==> config.mk <==
export PLATFORM = sky130hd
export DESIGN_NAME = round_counter
export DESIGN_NICKNAME = d
export VERILOG_FILES = /design/src/rtl/round_counter.sv
export SDC_FILE = /design/constraint.sdc
export NUM_CORES = 1
export LEC_CHECK = 0
export BUFFER_PORTS_ARGS = -buffer_cell sky130_fd_sc_hd__buf_2
export CORE_MARGIN = 2
export CORE_UTILIZATION = 46
export DETAILED_ROUTE_END_ITERATION = 10
export PLACE_DENSITY = 0.84
export RECOVER_POWER = 50
export SYNTH_ARGS = -nofsm -noshare
export SYNTH_HDL_FRONTEND = slang
export SYNTH_SLANG_ARGS = --single-unit
==> constraint.sdc <==
create_clock -name clk -period 2.44 [get_ports clk]
set_input_delay 0.61 -clock clk [delete_from_list [all_inputs] [get_ports clk]]
set_output_delay 0.61 -clock clk [all_outputs]
set_load 0.01 [all_outputs]
==> src/rtl/round_counter.sv <==
// round_counter: parametrised up/down counter for the Simon game core.
// Tracks round number / sequence position, supports parallel load with clamping,
// wrap or saturate at the limits, limit pulses, and a registered two-digit BCD copy
// of the count for the score display. All state changes on the falling clock edge.

module round_counter #(
    parameter int unsigned WIDTH   = 5,
    parameter int unsigned MIN_VAL = 1,
    parameter int unsigned MAX_VAL = 31,
    parameter int unsigned WRAP    = 0
) (
    input  logic             clk,
    input  logic             reset,
    input  logic             increment,
    input  logic             decrement,
    input  logic             load,
    input  logic [WIDTH-1:0] load_val,
    output logic [WIDTH-1:0] count,
    output logic             at_max,
    output logic             at_min,
    output logic             hit_max,
    output logic             hit_min,
    output logic [3:0]       bcd_tens,
    output logic [3:0]       bcd_ones
);

    // One extra bit so +1 / compare never aliases at 2^WIDTH.
    localparam int unsigned XW = WIDTH + 1;

    localparam logic [XW-1:0]    MIN_X    = XW'(MIN_VAL);
    localparam logic [XW-1:0]    MAX_X    = XW'(MAX_VAL);
    localparam logic [WIDTH-1:0] MIN_W    = WIDTH'(MIN_VAL);
    localparam logic [WIDTH-1:0] MAX_W    = WIDTH'(MAX_VAL);
    localparam logic [3:0]       MIN_TENS = 4'(MIN_VAL / 10);
    localparam logic [3:0]       MIN_ONES = 4'(MIN_VAL % 10);

    // Elaboration-time legality check; any bad combination stops the build.
    if (WIDTH < 2 || WIDTH > 7 || MIN_VAL >= MAX_VAL || MAX_VAL > (2 ** WIDTH) - 1 ||
        MAX_VAL > 99 || WRAP > 1) begin : g_param_check
        $error("round_counter: illegal parameter combination");
    end

    // Declaration initialisers give the power-up state (same as the reset state).
    logic [WIDTH-1:0] r_count    = MIN_W;
    logic             r_hit_max  = 1'b0;
    logic             r_hit_min  = 1'b0;
    logic [3:0]       r_bcd_tens = MIN_TENS;
    logic [3:0]       r_bcd_ones = MIN_ONES;

    logic [XW-1:0]    w_count_x;
    logic [XW-1:0]    w_load_x;
    logic [XW-1:0]    w_next_x;
    logic [7:0]       w_next_8;
    logic [WIDTH-1:0] w_next;
    logic             w_set_max;
    logic             w_set_min;
    logic [3:0]       w_next_tens;
    logic [3:0]       w_next_ones;

    assign w_count_x = {1'b0, r_count};
    assign w_load_x  = {1'b0, load_val};

    // Next-count and pulse decision: load > (increment XOR decrement) > hold.
    always_comb begin
        w_next_x  = w_count_x;
        w_set_max = 1'b0;
        w_set_min = 1'b0;
        if (load) begin
            if (w_load_x < MIN_X) begin
                w_next_x = MIN_X;
            end else if (w_load_x > MAX_X) begin
                w_next_x = MAX_X;
            end else begin
                w_next_x = w_load_x;
            end
        end else if (increment && !decrement) begin
            if (w_count_x >= MAX_X) begin
                w_set_max = 1'b1;
                w_next_x  = (WRAP != 0) ? MIN_X : MAX_X;
            end else begin
                w_next_x = w_count_x + XW'(1);
            end
        end else if (decrement && !increment) begin
            if (w_count_x <= MIN_X) begin
                w_set_min = 1'b1;
                w_next_x  = (WRAP != 0) ? MAX_X : MIN_X;
            end else begin
                w_next_x = w_count_x - XW'(1);
            end
        end
    end

    assign w_next = w_next_x[WIDTH-1:0];

    // BCD digits of the next value, so digits land on the same edge as the count.
    always_comb begin
        w_next_8    = 8'(w_next_x);
        w_next_tens = 4'(w_next_8 / 8'd10);
        w_next_ones = 4'(w_next_8 % 8'd10);
    end

    // State update on the falling edge; synchronous reset dominates everything.
    always_ff @(negedge clk) begin
        if (reset) begin
            r_count    <= MIN_W;
            r_hit_max  <= 1'b0;
            r_hit_min  <= 1'b0;
            r_bcd_tens <= MIN_TENS;
            r_bcd_ones <= MIN_ONES;
        end else begin
            r_count    <= w_next;
            r_hit_max  <= w_set_max;
            r_hit_min  <= w_set_min;
            r_bcd_tens <= w_next_tens;
            r_bcd_ones <= w_next_ones;
        end
    end

    // Outputs: limit flags are combinational on the current count.
    always_comb begin
        count    = r_count;
        at_max   = (r_count == MAX_W);
        at_min   = (r_count == MIN_W);
        hit_max  = r_hit_max;
        hit_min  = r_hit_min;
        bcd_tens = r_bcd_tens;
        bcd_ones = r_bcd_ones;
    end

endmodule
== Word level (Yosys, flattened, before mapping) ==
Index checks and enable logic that the tools add are counted.
Storage, ports and cells
  flip-flop bits (word level): 15
  input port bits: 10
  logic and storage cells: 32
Cells by class
  $add $sub $neg: 2
  divide/modulo/power cells: 2
  $lt $le $gt $ge: 4
  equality and inequality tests: 2
  muxes and demuxes: 9
  bitwise operators: 2
  reduce and logical (&&, ||, !) cells: 6
Operator list (number)
  2-to-1 mux 6 bit: 5
  2-to-1 mux 5 bit: 2
  divider 6 x 4 -> 8 bit, second input constant: 1
  modulo 6 x 4 -> 8 bit, second input constant: 1
  adder 5 x 1 -> 6 bit, second input constant: 1
  subtractor 5 x 1 -> 6 bit, second input constant: 1
  == test 5 x 1 -> 1 bit, second input constant: 1
  == test 5 bit, second input constant: 1
  >= comparator 5 bit, second input constant: 1
  greater-than comparator 5 bit, second input constant: 1
  <= comparator 5 x 1 -> 1 bit, second input constant: 1
  less-than comparator 5 x 1 -> 1 bit, second input constant: 1
  OR reduction 4 bit: 1
  OR reduction 3 bit: 1
  logical AND 1 bit: 2
  logical NOT 1 bit: 2
  2-to-1 mux 1 bit: 2
  inverter 1 bit: 2

== Depth between registers and ports, before layout ==
  depth in word-level cells: 6
  mapped depth: 13
  gate-level depth less buffers: 13

==> insert_results.sql <==
INSERT INTO impl_metrics (metric_group, metric, value, unit) VALUES
('global_route', 'overflow', '0', ''),
('cts', 'cts_buffer_depth', '2', ''),
('floorplan', 'total_i_o_pin_count', '27', ''),
('synthesis', 'nets_in_the_synthesized_netlist', '128', ''),
('route', 'drcViolationCount', '0', ''),
('route', 'vias', '1359', ''),
('synthesis', 'ys_types', '51', ''),
('synthesis', 'yosys.area.top_type_share', '0.264', ''),
('synthesis', 'synth_warnings', '0', ''),
('job', 'cap_viol_max_count', '0', ''),
('sta', 'rsz0062_at_grt', 'yes', ''),
('route', 'wl_per_cell', '22.7', 'um'),
('synthesis', 'most_numerous_cell_in_the_yosys_netlist', 'sky130_fd_sc_hd__dfxtp_1', ''),
('power', 'max-vdd-ir-drop', '0.000749', 'V'),
('global_route', 'maximum_number_of_pins_on_one_net_before_global_route_repair', '13', ''),
('global_route', 'grt_antenna_before_repair', '0', ''),
('critical_path', 'critical_path_class', 'in -> reg', ''),
('route', 'via_per_inst', '6.29', ''),
('final_layout', 'postLayoutCellArea', '0.00184', 'mm2'),
('cts', 'ctsRootBufferMaster', 'sky130_fd_sc_hd__clkbuf_4', ''),
('cts', 'cts_htree_levels', '1', ''),
('synthesis', 'synth-async-reset-ratio', '0', ''),
('final_layout', 'antenna-diode-count', '0', ''),
('min_path', 'hold_path_class', 'reg -> reg', ''),
('sta', 'finClkSkew', '29.1', 'ps'),
('critical_path', 'worstPathRequired', '1450', 'ps'),
('floorplan', 'die_y', '50.3', 'um'),
('cts', 'postCtsHoldBufs', '0', ''),
('final_layout', 'layout-drive-gt1-share', '0.598', ''),
('route', 'postRouteWirelength', '4910', 'um'),
('synthesis', 'syn-instance-count', '113', ''),
('synthesis', 'synth_area_leaders', 'sky130_fd_sc_hd__dfxtp_1, sky130_fd_sc_hd__ha_1, sky130_fd_sc_hd__nand2b_1', ''),
('power', 'power_leakage', '0.855', 'nW'),
('sta', 'holdWs', '722', 'ps'),
('critical_path', 'path_max_fanout', '7', ''),
('place', 'place_area', '0.00140', 'mm2'),
('route', 'first_iter_violations', '67', ''),
('cts', 'clk_pin_slew_worst_paths', '50', 'ps'),
('floorplan', 'starting_density_of_the_core', '0.497', ''),
('floorplan', 'floorplan.rows', '16', ''),
('final_layout', 'syn2layout_area_growth', '87.2', '%'),
('status', 'outcome', 'complete, but fails checks', ''),
('sta', 'timing.final.max_slew_violations', '0', ''),
('place', 'numPlacedInstances', '183', ''),
('critical_path', 'critical_path.endpoint_type', 'flop', ''),
('power', 'power_per_cell_area', '495', 'mW/mm2'),
('critical_path', 'data_arrival_time_at_the_worst_slack_endpoint', '2380', 'ps'),
('place', 'port_buffers', '25', ''),
('global_route', 'grt_pass1_vias', '1359', ''),
('route', 'firstDrtPassIters', '4', ''),
('final_layout', 'final-instance-count-excl-fill', '216', ''),
('cts', 'insertion_delay', '380', 'ps'),
('synthesis', 'seq_area_frac_synth', '0.264', ''),
('synthesis', 'synth.cell_area', '985', 'um2'),
('cts', 'cts.sinks', '13', ''),
('global_route', 'first_pass_grt_wire_length', '6660', 'um'),
('synthesis', 'synth_commonest_cells', 'sky130_fd_sc_hd__dfxtp_1, sky130_fd_sc_hd__nor2_1, sky130_fd_sc_hd__nand2b_1', ''),
('place', 'post-dp-hpwl', '2170', 'um'),
('critical_path', 'cp-start-kind', 'input pin', ''),
('sta', 'final_hold_viol_count', '0', ''),
('floorplan', 'die_width', '50.3', 'um'),
('place', 'gpl.final_weighted_congestion', '0.963', ''),
('synthesis', 'avg_synthesized_cell_area', '8.71', 'um2'),
('power', 'power', '912', 'uW'),
('sta', 'finalWorstSetupSlack', '-929', 'ps'),
('global_route', 'track_usage', '0.359', ''),
('synthesis', 'synth_enable_flop_cells', '0', ''),
('cts', 'cts_tree', 'done', ''),
('final_layout', 'finalNetCount', '205', ''),
('synthesis', 'synth-seq-cells', '13', ''),
('route', 'drtAntennaViolNets', '0', ''),
('floorplan', 'fp.dieArea', '0.00253', 'mm2'),
('status', 'violated_checks', 'setup timing', ''),
('sta', 'timing.final.setup_violations', '29', ''),
('final_layout', 'finalCoreUtilization', '0.930', ''),
('cts', 'cts_inserted_buffers', '3', ''),
('final_layout', 'num-fill-cells', '67', ''),
('floorplan', 'core_area', '0.00198', 'mm2'),
('synthesis', 'ys_dominant_reg_cell', 'sky130_fd_sc_hd__dfxtp_1', ''),
('synthesis', 'yosys.area.top_type', 'sky130_fd_sc_hd__dfxtp_1', '');
[cells by family after synthesis]
group	share of synthesized area
and+or+nand+nor	0.245
AOI/OAI and AO/OA	0.320
buffers and inverters	0.0750
other	0.00381
DFF	0.264
xor gates and xnor gates	0.0178
muxes	0.0102
adders and majority gates	0.0635
[cell usage in the layout (no fill, tap or decap), types with 2 or more instances in the layout]
| cell type | Yosys | layout |
|---|---|---|
| sky130_fd_sc_hd__buf_6 | 1 | 19 |
| sky130_fd_sc_hd__dfxtp_4 | 0 | 5 |
| sky130_fd_sc_hd__nand3_1 | 2 | 2 |
| sky130_fd_sc_hd__nor2_4 | 0 | 3 |
| sky130_fd_sc_hd__buf_8 | 0 | 3 |
| sky130_fd_sc_hd__buf_2 | 2 | 14 |
| sky130_fd_sc_hd__o21ai_0 | 2 | 2 |
| sky130_fd_sc_hd__nand2b_4 | 0 | 3 |
| sky130_fd_sc_hd__nand2b_1 | 8 | 6 |
| sky130_fd_sc_hd__a311oi_2 | 0 | 2 |
| sky130_fd_sc_hd__buf_4 | 2 | 30 |
| sky130_fd_sc_hd__dfxtp_1 | 13 | 7 |
| sky130_fd_sc_hd__ha_4 | 0 | 3 |
| sky130_fd_sc_hd__a221oi_2 | 1 | 2 |
| sky130_fd_sc_hd__inv_1 | 7 | 19 |
| sky130_fd_sc_hd__nand2_1 | 3 | 3 |
| sky130_fd_sc_hd__nor4_1 | 3 | 3 |
| sky130_fd_sc_hd__nor2_1 | 12 | 8 |
| sky130_fd_sc_hd__a21oi_1 | 6 | 4 |
| sky130_fd_sc_hd__a31oi_1 | 2 | 2 |
| sky130_fd_sc_hd__inv_4 | 0 | 2 |
| sky130_fd_sc_hd__a21oi_2 | 0 | 2 |
| sky130_fd_sc_hd__clkbuf_4 | 0 | 3 |
| sky130_fd_sc_hd__and2_1 | 3 | 2 |
[worst paths after layout]
| kind | start | end | slack, ps | cells after the start |
|---|---|---|---|---|
| worst max-delay path | decrement | bcd_ones[3] | -930 | 12 |
| worst min-delay path | count[2] | hit_min | 720 | 4 |
| worst max register to register | count[1] | bcd_ones[3] | -570 | 15 |
| worst min register to register | count[2] | hit_min | 720 | 4 |
[critical path, stage by stage]
cell and delay [ps]:
sky130_fd_sc_hd__buf_8 110, sky130_fd_sc_hd__buf_4 170, sky130_fd_sc_hd__nand2b_1 210, sky130_fd_sc_hd__a221oi_2 290, sky130_fd_sc_hd__a22oi_2 120, sky130_fd_sc_hd__nand2b_4 170, sky130_fd_sc_hd__nor2_2 130, sky130_fd_sc_hd__nor2_1 60
sky130_fd_sc_hd__ha_2 180, sky130_fd_sc_hd__a21oi_2 130, sky130_fd_sc_hd__a2bb2oi_2 150, sky130_fd_sc_hd__nor2_1 60
[layout make-up]
class / count / area (um2) / area share
inverter: 7 / 31.3 / 0.0170
sequential: 13 / 280 / 0.152
tap: 27 / 33.8 / 0.0183
clock inverter: 14 / 52.6 / 0.0285
multi-input combinational: 85 / 848 / 0.460
timing repair buffer: 67 / 574 / 0.312
clock buffer: 3 / 22.5 / 0.0122
[flip-flops by register name, indices dropped and copies added, names as in the netlist]
signal    cells
bcd_tens      3
bcd_ones      3
hit_min       1
count         5
hit_max       1
[power breakdown]
part           switching, mW  internal, mW  total (mW)
logic                  0.214         0.206       0.419
registers             0.0161         0.230       0.246
clock network          0.159        0.0878       0.247
total                  0.389         0.523       0.912
[per-stage QoR]
| step | worst slack (ps) | TNS [ps] |
|---|---|---|
| final | -929 | -10790 |
| after global routing | -948 | -11510 |
| after CTS | -884 | -9460 |
| after detailed placement | -1290 | -10840 |
| after global placement | -1200 | -10180 |
| after floorplan | -1180 | -7240 |
[per-layer routing]
metal  GRT usage  routed length (um)  vias up
met2       0.586                2240      121
met4       0.185                 263        0
met1       0.415                1860      637
met3       0.119                 541       36
li1            -                   -      565
met5           0                   0        -
[what timing repair did]
item                       4_1_cts  5_1_grt
gates resized for setup         34       21
pin swaps                       11       12
buffers inserted                12        9
setup endpoints to repair       28       29
No activity file was read; power rests on OpenSTA's default activity.
